--- src/rtl/piso_pkg.sv ---
// Shared types for the parallel-in serial-out shift register.
// Holds the FSM state encoding and the default parallel word width.
// Optional feature macro: PISO_PARITY_EN adds the PARITY state.
package piso_pkg;

  localparam int WIDTH_DEFAULT = 8;

  typedef enum logic [1:0] {
    IDLE  = 2'd0,
    SHIFT = 2'd1
`ifdef PISO_PARITY_EN
    , PARITY = 2'd2
`endif
  } state_t;

endpackage

--- src/rtl/piso_bit_cell.sv ---
// One stage of the shift register: a 2:1 load/shift select feeding one flop.
// Latency: q follows the selected input one clock after load or shift.
// Backpressure: none; the cell holds its value when neither load nor shift is set.
// Ports: clk, rst_n (async active-low); load/shift enables; load_bit is the
//        parallel input, shift_bit comes from the lower neighbour; q is the stored bit.
module piso_bit_cell (
  input  logic clk,
  input  logic rst_n,
  input  logic load,
  input  logic shift,
  input  logic load_bit,
  input  logic shift_bit,
  output logic q
);

  logic d;

  // Load wins over shift; the flop only updates when one of them is active.
  assign d = load ? load_bit : shift_bit;

  always_ff @(posedge clk or negedge rst_n) begin
    if (!rst_n) begin
      q <= 1'b0;
    end else if (load || shift) begin
      q <= d;
    end
  end

endmodule

--- src/rtl/piso_shift_reg.sv ---
// Parallel-in serial-out shifter: accepts a WIDTH-bit word and emits it MSB-first.
// Latency: first serial bit in the cycle after the handshake; word period WIDTH+1 (WIDTH+2 with parity).
// Backpressure: in_ready is high only in IDLE; in_valid/in_data are ignored while busy.
// Ports: clk, rst_n (async active-low); in_valid/in_data/in_ready upstream handshake;
//        sout/sout_valid serial stream; busy while serialising; done pulses on the final bit.
// Build option: define PISO_PARITY_EN to append an even-parity bit after the data bits.
module piso_shift_reg
  import piso_pkg::*;
#(
  parameter int WIDTH = WIDTH_DEFAULT
) (
  input  logic             clk,
  input  logic             rst_n,
  input  logic             in_valid,
  input  logic [WIDTH-1:0] in_data,
  output logic             in_ready,
  output logic             sout,
  output logic             sout_valid,
  output logic             busy,
  output logic             done
);

  localparam int CNT_W = $clog2(WIDTH + 1);
  localparam logic [CNT_W-1:0] LAST_CNT = CNT_W'(WIDTH - 1);

  state_t           state;
  logic [CNT_W-1:0] cnt;
  logic [WIDTH-1:0] shreg;
  logic [WIDTH-1:0] shift_in;
  logic             load;
  logic             shifting;
  logic             last_data;

  assign in_ready  = (state == IDLE);
  assign load      = in_valid && in_ready;
  assign shifting  = (state == SHIFT);
  // cnt holds the number of data bits already emitted, so WIDTH-1 marks the last one.
  assign last_data = shifting && (cnt == LAST_CNT);

  // Left shift: each cell takes its lower neighbour, bit 0 fills with zero.
  assign shift_in = {shreg[WIDTH-2:0], 1'b0};

  for (genvar i = 0; i < WIDTH; i++) begin : g_cell
    piso_bit_cell u_cell (
      .clk       (clk),
      .rst_n     (rst_n),
      .load      (load),
      .shift     (shifting),
      .load_bit  (in_data[i]),
      .shift_bit (shift_in[i]),
      .q         (shreg[i])
    );
  end

  always_ff @(posedge clk or negedge rst_n) begin
    if (!rst_n) begin
      state <= IDLE;
      cnt   <= '0;
    end else begin
      case (state)
        IDLE: begin
          if (in_valid) begin
            state <= SHIFT;
            cnt   <= '0;
          end
        end
        SHIFT: begin
          cnt <= cnt + CNT_W'(1);
          if (cnt == LAST_CNT) begin
`ifdef PISO_PARITY_EN
            state <= PARITY;
`else
            state <= IDLE;
`endif
          end
        end
`ifdef PISO_PARITY_EN
        PARITY: state <= IDLE;
`endif
        default: state <= IDLE;
      endcase
    end
  end

`ifdef PISO_PARITY_EN
  logic parity_q;
  logic in_parity;

  // Captured from the word as loaded; the register contents are destroyed by shifting.
  always_ff @(posedge clk or negedge rst_n) begin
    if (!rst_n) begin
      parity_q <= 1'b0;
    end else if (load) begin
      parity_q <= ^in_data;
    end
  end

  assign in_parity  = (state == PARITY);
  assign sout_valid = shifting || in_parity;
  assign sout       = shifting ? shreg[WIDTH-1] : (in_parity & parity_q);
  assign done       = last_data || in_parity;
`else
  assign sout_valid = shifting;
  assign sout       = shifting & shreg[WIDTH-1];
  assign done       = last_data;
`endif

  assign busy = sout_valid;

endmodule

--- config.mk ---
export PLATFORM = sky130hd
export DESIGN_NAME = piso_shift_reg
export DESIGN_NICKNAME = d
export VERILOG_FILES = /design/src/rtl/piso_pkg.sv /design/src/rtl/piso_bit_cell.sv /design/src/rtl/piso_shift_reg.sv
export SDC_FILE = /design/constraint.sdc
export NUM_CORES = 1
export LEC_CHECK = 0
export CAP_MARGIN = 10
export CORE_MARGIN = 2
export CORE_UTILIZATION = 41
export DETAILED_ROUTE_END_ITERATION = 6
export PLACE_DENSITY = 0.83
export SLEW_MARGIN = 20
export SYNTH_ARGS = -nofsm -noshare
export SYNTH_HDL_FRONTEND = slang
export SYNTH_SLANG_ARGS = --single-unit
--- constraint.sdc ---
create_clock -name clk -period 1.1 [get_ports clk]
set_clock_uncertainty 0.2 [all_clocks]
set_input_delay 0.11 -clock clk [delete_from_list [all_inputs] [get_ports clk]]
set_output_delay 0.11 -clock clk [all_outputs]
set_load 0.01 [all_outputs]
* Word level (Yosys, flattened, before mapping)
Index checks and enable logic that the tools add are counted.
** Operators by class
- $add $sub $neg :: 1
- Equal/unequal tests :: 4
- Muxes and demuxes :: 13
- Bitwise logic cells :: 1
- Reductions and logical operators :: 7
** Operators by type and width (number)
- 2-to-1 mux 1 bit :: 8
- case mux 4 bit (2 select lines) :: 1
- adder 4 x 1 -> 4 bit, second input constant :: 1
- == test 4 x 3 -> 1 bit, second input constant :: 1
- 2-to-1 mux 2 bit :: 2
- 2-to-1 mux 4 bit :: 1
- inequality test 2 bit, second input constant :: 2
- case mux 2 bit (2 select lines) :: 1
- AND reduction 2 bit :: 2
- == test 2 x 1 -> 1 bit, second input constant :: 1
- logical AND 1 bit :: 2
- zero test 2 bit :: 1
- nonzero test 2 bit :: 1
- AND 1 bit :: 1
- logical OR 1 bit :: 1
** Word-level totals
- Bits in registers :: 14
- Bits of input ports :: 11
- Output and inout bits :: 5
- Word-level logic and storage cells :: 36

* Depth between registers and ports, before layout
- Depth after elaboration :: 3
- Depth in mapped cells :: 4
- Depth with buffers taken out :: 4

* By module
A second synthesis with hierarchy kept.
** Unflattened totals
- Cell total of the unflattened synthesis :: 58
- Area, all modules :: 603.1 um^2
** Modules (own cells, without submodules)
- piso_bit_cell :: times used 8, cells an instance 4, area each 43.8 um^2, sequential area each 25.0 um^2
- piso_shift_reg :: times used 1, cells an instance 26, area each 252.7 um^2, sequential area each 125.1 um^2

* Worst setup path before layout
No wires, ideal clock.
- Kind :: register to register
- Start point :: register state[0]
- End point :: register state[0]
- Setup time :: 126 ps
- Arrival time :: 907 ps
- Setup slack :: -132 ps
- Stages on the path, launching flop included :: 5
- Path buffers :: 1
- Period minus slack after synthesis :: 1232 ps
- Cells stage by stage :: dfrtp_1 > buf_6 > inv_4 > nor3_4 > nor2_1
** On the way
- Longest elaborated chain between the ends :: 3
- Elaborated cells between the ends (all ways) :: 6
** RTL lines
- from (decl) :: line piso_shift_reg.sv:26 : state_t state;
- from (signal assigned) :: line piso_shift_reg.sv:57 : state <= IDLE;
- from (signal assigned) :: line piso_shift_reg.sv:63 : state <= SHIFT;
- from (signal assigned) :: line piso_shift_reg.sv:73 : state <= IDLE;
- zero test 2 bit (*)
- via in_ready :: line piso_shift_reg.sv:16 : output logic in_ready,
- inequality test 2 bit (no source line)
- AND reduction 2 bit (no source line)
Mark *: on every way through the listed nets, which the timed path passes. The rest lies on a longest branch.
A chain may end at the register's enable or synchronous reset.

* Worst setup path in the final report
- Start point :: register cnt[0]
- End point :: output port done
** On the way
- Longest elaborated chain between the ends :: 2
** RTL lines
- from (decl) :: line piso_shift_reg.sv:27 : logic [CNT_W-1:0] cnt;
- from (signal assigned) :: line piso_shift_reg.sv:68 : cnt <= cnt + CNT_W'(1);
- == test 4 x 3 -> 1 bit :: line piso_shift_reg.sv:38 : assign last_data = shifting && (cnt == LAST_CNT);
- logical AND 1 bit :: line piso_shift_reg.sv:38
- to (decl) :: line piso_shift_reg.sv:20 : output logic done
Every way passes these cells.

==> impl_metrics.ini <==
[sta]
setup_ws_ns = -0.3658
drv_slew = 0
period_minus_slack_ns = 1.466
hold_viol = 0
grt_setup_unrepaired = yes
period_share_pct = 133.3
fmax_ghz = 0.6822
slew-limit-headroom_pct = 87.25
setup_violations = 18
tightestPinTransition_ns = 0.1859

[logic_synthesis]
synthArstFlopShare_pct = 100.0
syn_area_sq_um = 625.6
yosysUniqueCellTypes = 16
synth_top_area_share_pct = 52.00
synth_top_flop_cell = dfrtp_1
avgSynthCellArea_sq_um = 10.98
ys_warn_count = 0
synth_nets = 69
synth_edf_count = 0
yosys-top-cells-area = dfrtp_1 (52%), mux2i_1 (13%), o21ai_1 (8.0%)
synth.most_common_cell = dfrtp_1
synthesis.instances = 57
ys_seq_area_share_pct = 52.00
ys_ff_latch = 13
synthTopCellsByCount = dfrtp_1 (13), nand2_1 (11), o21ai_1 (10)
synth.largest_area_cell = dfrtp_1

[grt]
grt_usage_pct = 18.15
first_global_vias = 527
grt-ovfl-total = 0
grt_max_degree = 14
grt_pass1_wl_um = 2325
grt_antenna_before_repair = 0

[die]
start_util_pct = 42.52
die_area_sq_mm = 0.001854
io_pins = 16
rows = 14
coreArea_sq_mm = 0.001471
fp.dieW_um = 43.06
die_h_um = 43.06

[hold_path]
min_from = in_data[0]
hold_class = input port to register

[setup_path]
worst-setup-path-type = register to output pin
cp-start-kind = register
cp.arrival_ns = 1.16
slowest_stage = dfrtp_1
cp_max_fo = 2
reg2reg_from = state[0]$_DFFE_PN0P_
cp.required_ns = 0.79
endpoint_kind = output pin
critPathLaunch = cnt[0]$_DFFE_PN0P_
cp_cell_sequence = ha_4, nand2_4, nor3_4, buf_2
cp_slowest_stage_delay_ns = 0.40

[place]
place_congestion = 0.7079
dp_hpwl_um = 849
place_inst = 92
port_buffers = 15

[cells_and_area]
antenna_cells = 0
num-nets-final = 102
layout.cells.non_filler = 105
area_growth_pct = 59.00
drive_gt1_share_pct = 41.57

[status]
status = finished with violations
violations = negative setup slack

[cts]
tritoncts = built
insertion_delay_ns = 0.28
htree_levels = 1
clkSinkCount = 13
cts_buffer_depth = 2
cts.reportedPaths.clkPinSlew_ns = 0.08
cts-root-buf = clkbuf_4
cts_buffers = 3

[routing]
dr.pass1.iters = 3
drc_errors = 0
drt_wl_total_um = 1344
num_vias = 511
drt_first_iter_violations = 7
drt-wirelength-per-cell_um = 12.80
ant_nets = 0
viasPerCell = 4.867

[pwr]
p_total_mw = 2.515
power.leakage_nw = 0.4615
ir_drop_v = 0.001283
p_per_area_mw_per_mm2 = 2529

[run]
cap_viol_max_count = 0
==> cell type report <==
class                           count  area [sq um]
Inverter                            1         11.26
Sequential cell                    13         326.6
Clock inverter                      1         5.005
Multi-Input combinational cell     39         294.0
Fill cell                         125         476.7
Clock buffer                        3         22.52
Timing Repair Buffer               32         315.3
Tap cell                           16         20.02
==> registers in the layout (all words and copies together) (netlist names) <==
register	flops
g_cell.u_cell.q	8
cnt	4
state	1
==> critical path, delay by kind of cell (launching register included) <==
kind	cells	cell delay (ns)
buffers and inverters	1	0.16
adders and majority gates	1	0.16
and+or+nand+nor	2	0.17
DFF	1	0.40
==> stage by stage <==
| step | worst slack [ns] | cell area (sq um) | hold slack [ns] | utilization [%] | TNS [ns] |
|---|---|---|---|---|---|
| final | -0.3658 | 994.7 | 0.2750 | 67.60 | -3.273 |
| after global routing | -0.4346 | 994.7 | 0.2681 | 67.60 | -4.323 |
| after CTS | -0.3839 | 975.9 | 0.2607 | 66.33 | -2.885 |
| after detailed placement | -0.5435 | 848.3 | 0.2343 | 57.65 | -4.933 |
| after global placement | -0.5316 | 848.3 | 0.2306 | 57.65 | -4.760 |
| after floorplan | -0.09634 | 646.9 | -0.3856 | - | -0.2789 |
==> placed cells by master (no fill, tap or decap) <==
cell type | netlist | layout
clkinv_2 | 0 | 1
buf_6 | 2 | 10
mux2i_1 | 8 | 8
buf_4 | 2 | 9
buf_2 | 0 | 1
inv_8 | 0 | 1
xnor2_1 | 1 | 1
and2_4 | 0 | 1
a22o_1 | 1 | 1
o21ai_2 | 0 | 2
buf_12 | 0 | 1
o21ai_1 | 10 | 8
nor2_2 | 0 | 1
dlygate4sd3_1 | 0 | 1
clkbuf_4 | 0 | 3
dfrtp_1 | 13 | 12
ha_4 | 0 | 1
nand3_1 | 1 | 1
nor3_4 | 1 | 1
clkdlybuf4s50_1 | 0 | 10
dfrtp_2 | 0 | 1
nand2_4 | 0 | 1
nor2_1 | 2 | 1
nand2_2 | 0 | 2
nand2_1 | 11 | 8
nor2_4 | 1 | 1
xor2_1 | 1 | 1
==> per-layer routing <==
metal | GRT usage (%) | vias up | share of wire [%] | wire length [um]
met2 | 29.70 | 13 | 51 | 690
met1 | 21.70 | 239 | 42 | 571
met5 | 0 | - | 0 | 0
met3 | 6.383 | 2 | 5.0 | 67
met4 | 7.273 | 0 | 1.0 | 14
li1 | - | 257 | - | -
==> worst paths after layout <==
check / endpoint / slack (ns) / cells after the start
max: done / -0.37 / 4
min: g_cell[0].u_cell.q$_DFFE_PN0P_ / 0.28 / 3
max reg2reg: cnt[1]$_DFFE_PN0P_ / -0.19 / 4
min reg2reg: g_cell[3].u_cell.q$_DFFE_PN0P_ / 0.30 / 2
max in group asynchronous: state[0]$_DFFE_PN0P_ / 0.04 / 3
min in group asynchronous: cnt[3]$_DFFE_PN0P_ / 0.49 / 3
==> power by group <==
| part | switching (mW) | internal [mW] | leakage (nW) | total (mW) |
|---|---|---|---|---|
| clock | 0.163 | 0.135 | 0.0177 | 0.298 |
| sequential | 0.151 | 0.674 | 0.165 | 0.825 |
| combinational | 0.571 | 0.822 | 0.278 | 1.39 |
==> kinds of logic (layout without fill, tap and decap cells) <==
kind of cell             count (synthesis)  in the layout  synth area share, %
AO/OA/AOI/OAI                           11             11                9.401
XOR/XNOR                                 2              2                2.801
adder cells (fa/ha/maj)                  1              1                2.000
buffers and inverters                    5             37                7.000
flip-flops                              13             13                52.00
multiplexers                             8              8                12.80
AND/OR/NAND/NOR                         17             17                14.00
==> timing repair <==
item | in CTS | in global routing
setup buffers | 7 | 2
pin swaps | 5 | 3
hold buffers | 1 | 0
gates resized for setup | 36 | 5
endpoints found under the setup margin | 17 | 18
hold endpoints to repair | 13 | 0
Note: power is estimated with default switching activity, not from simulation.
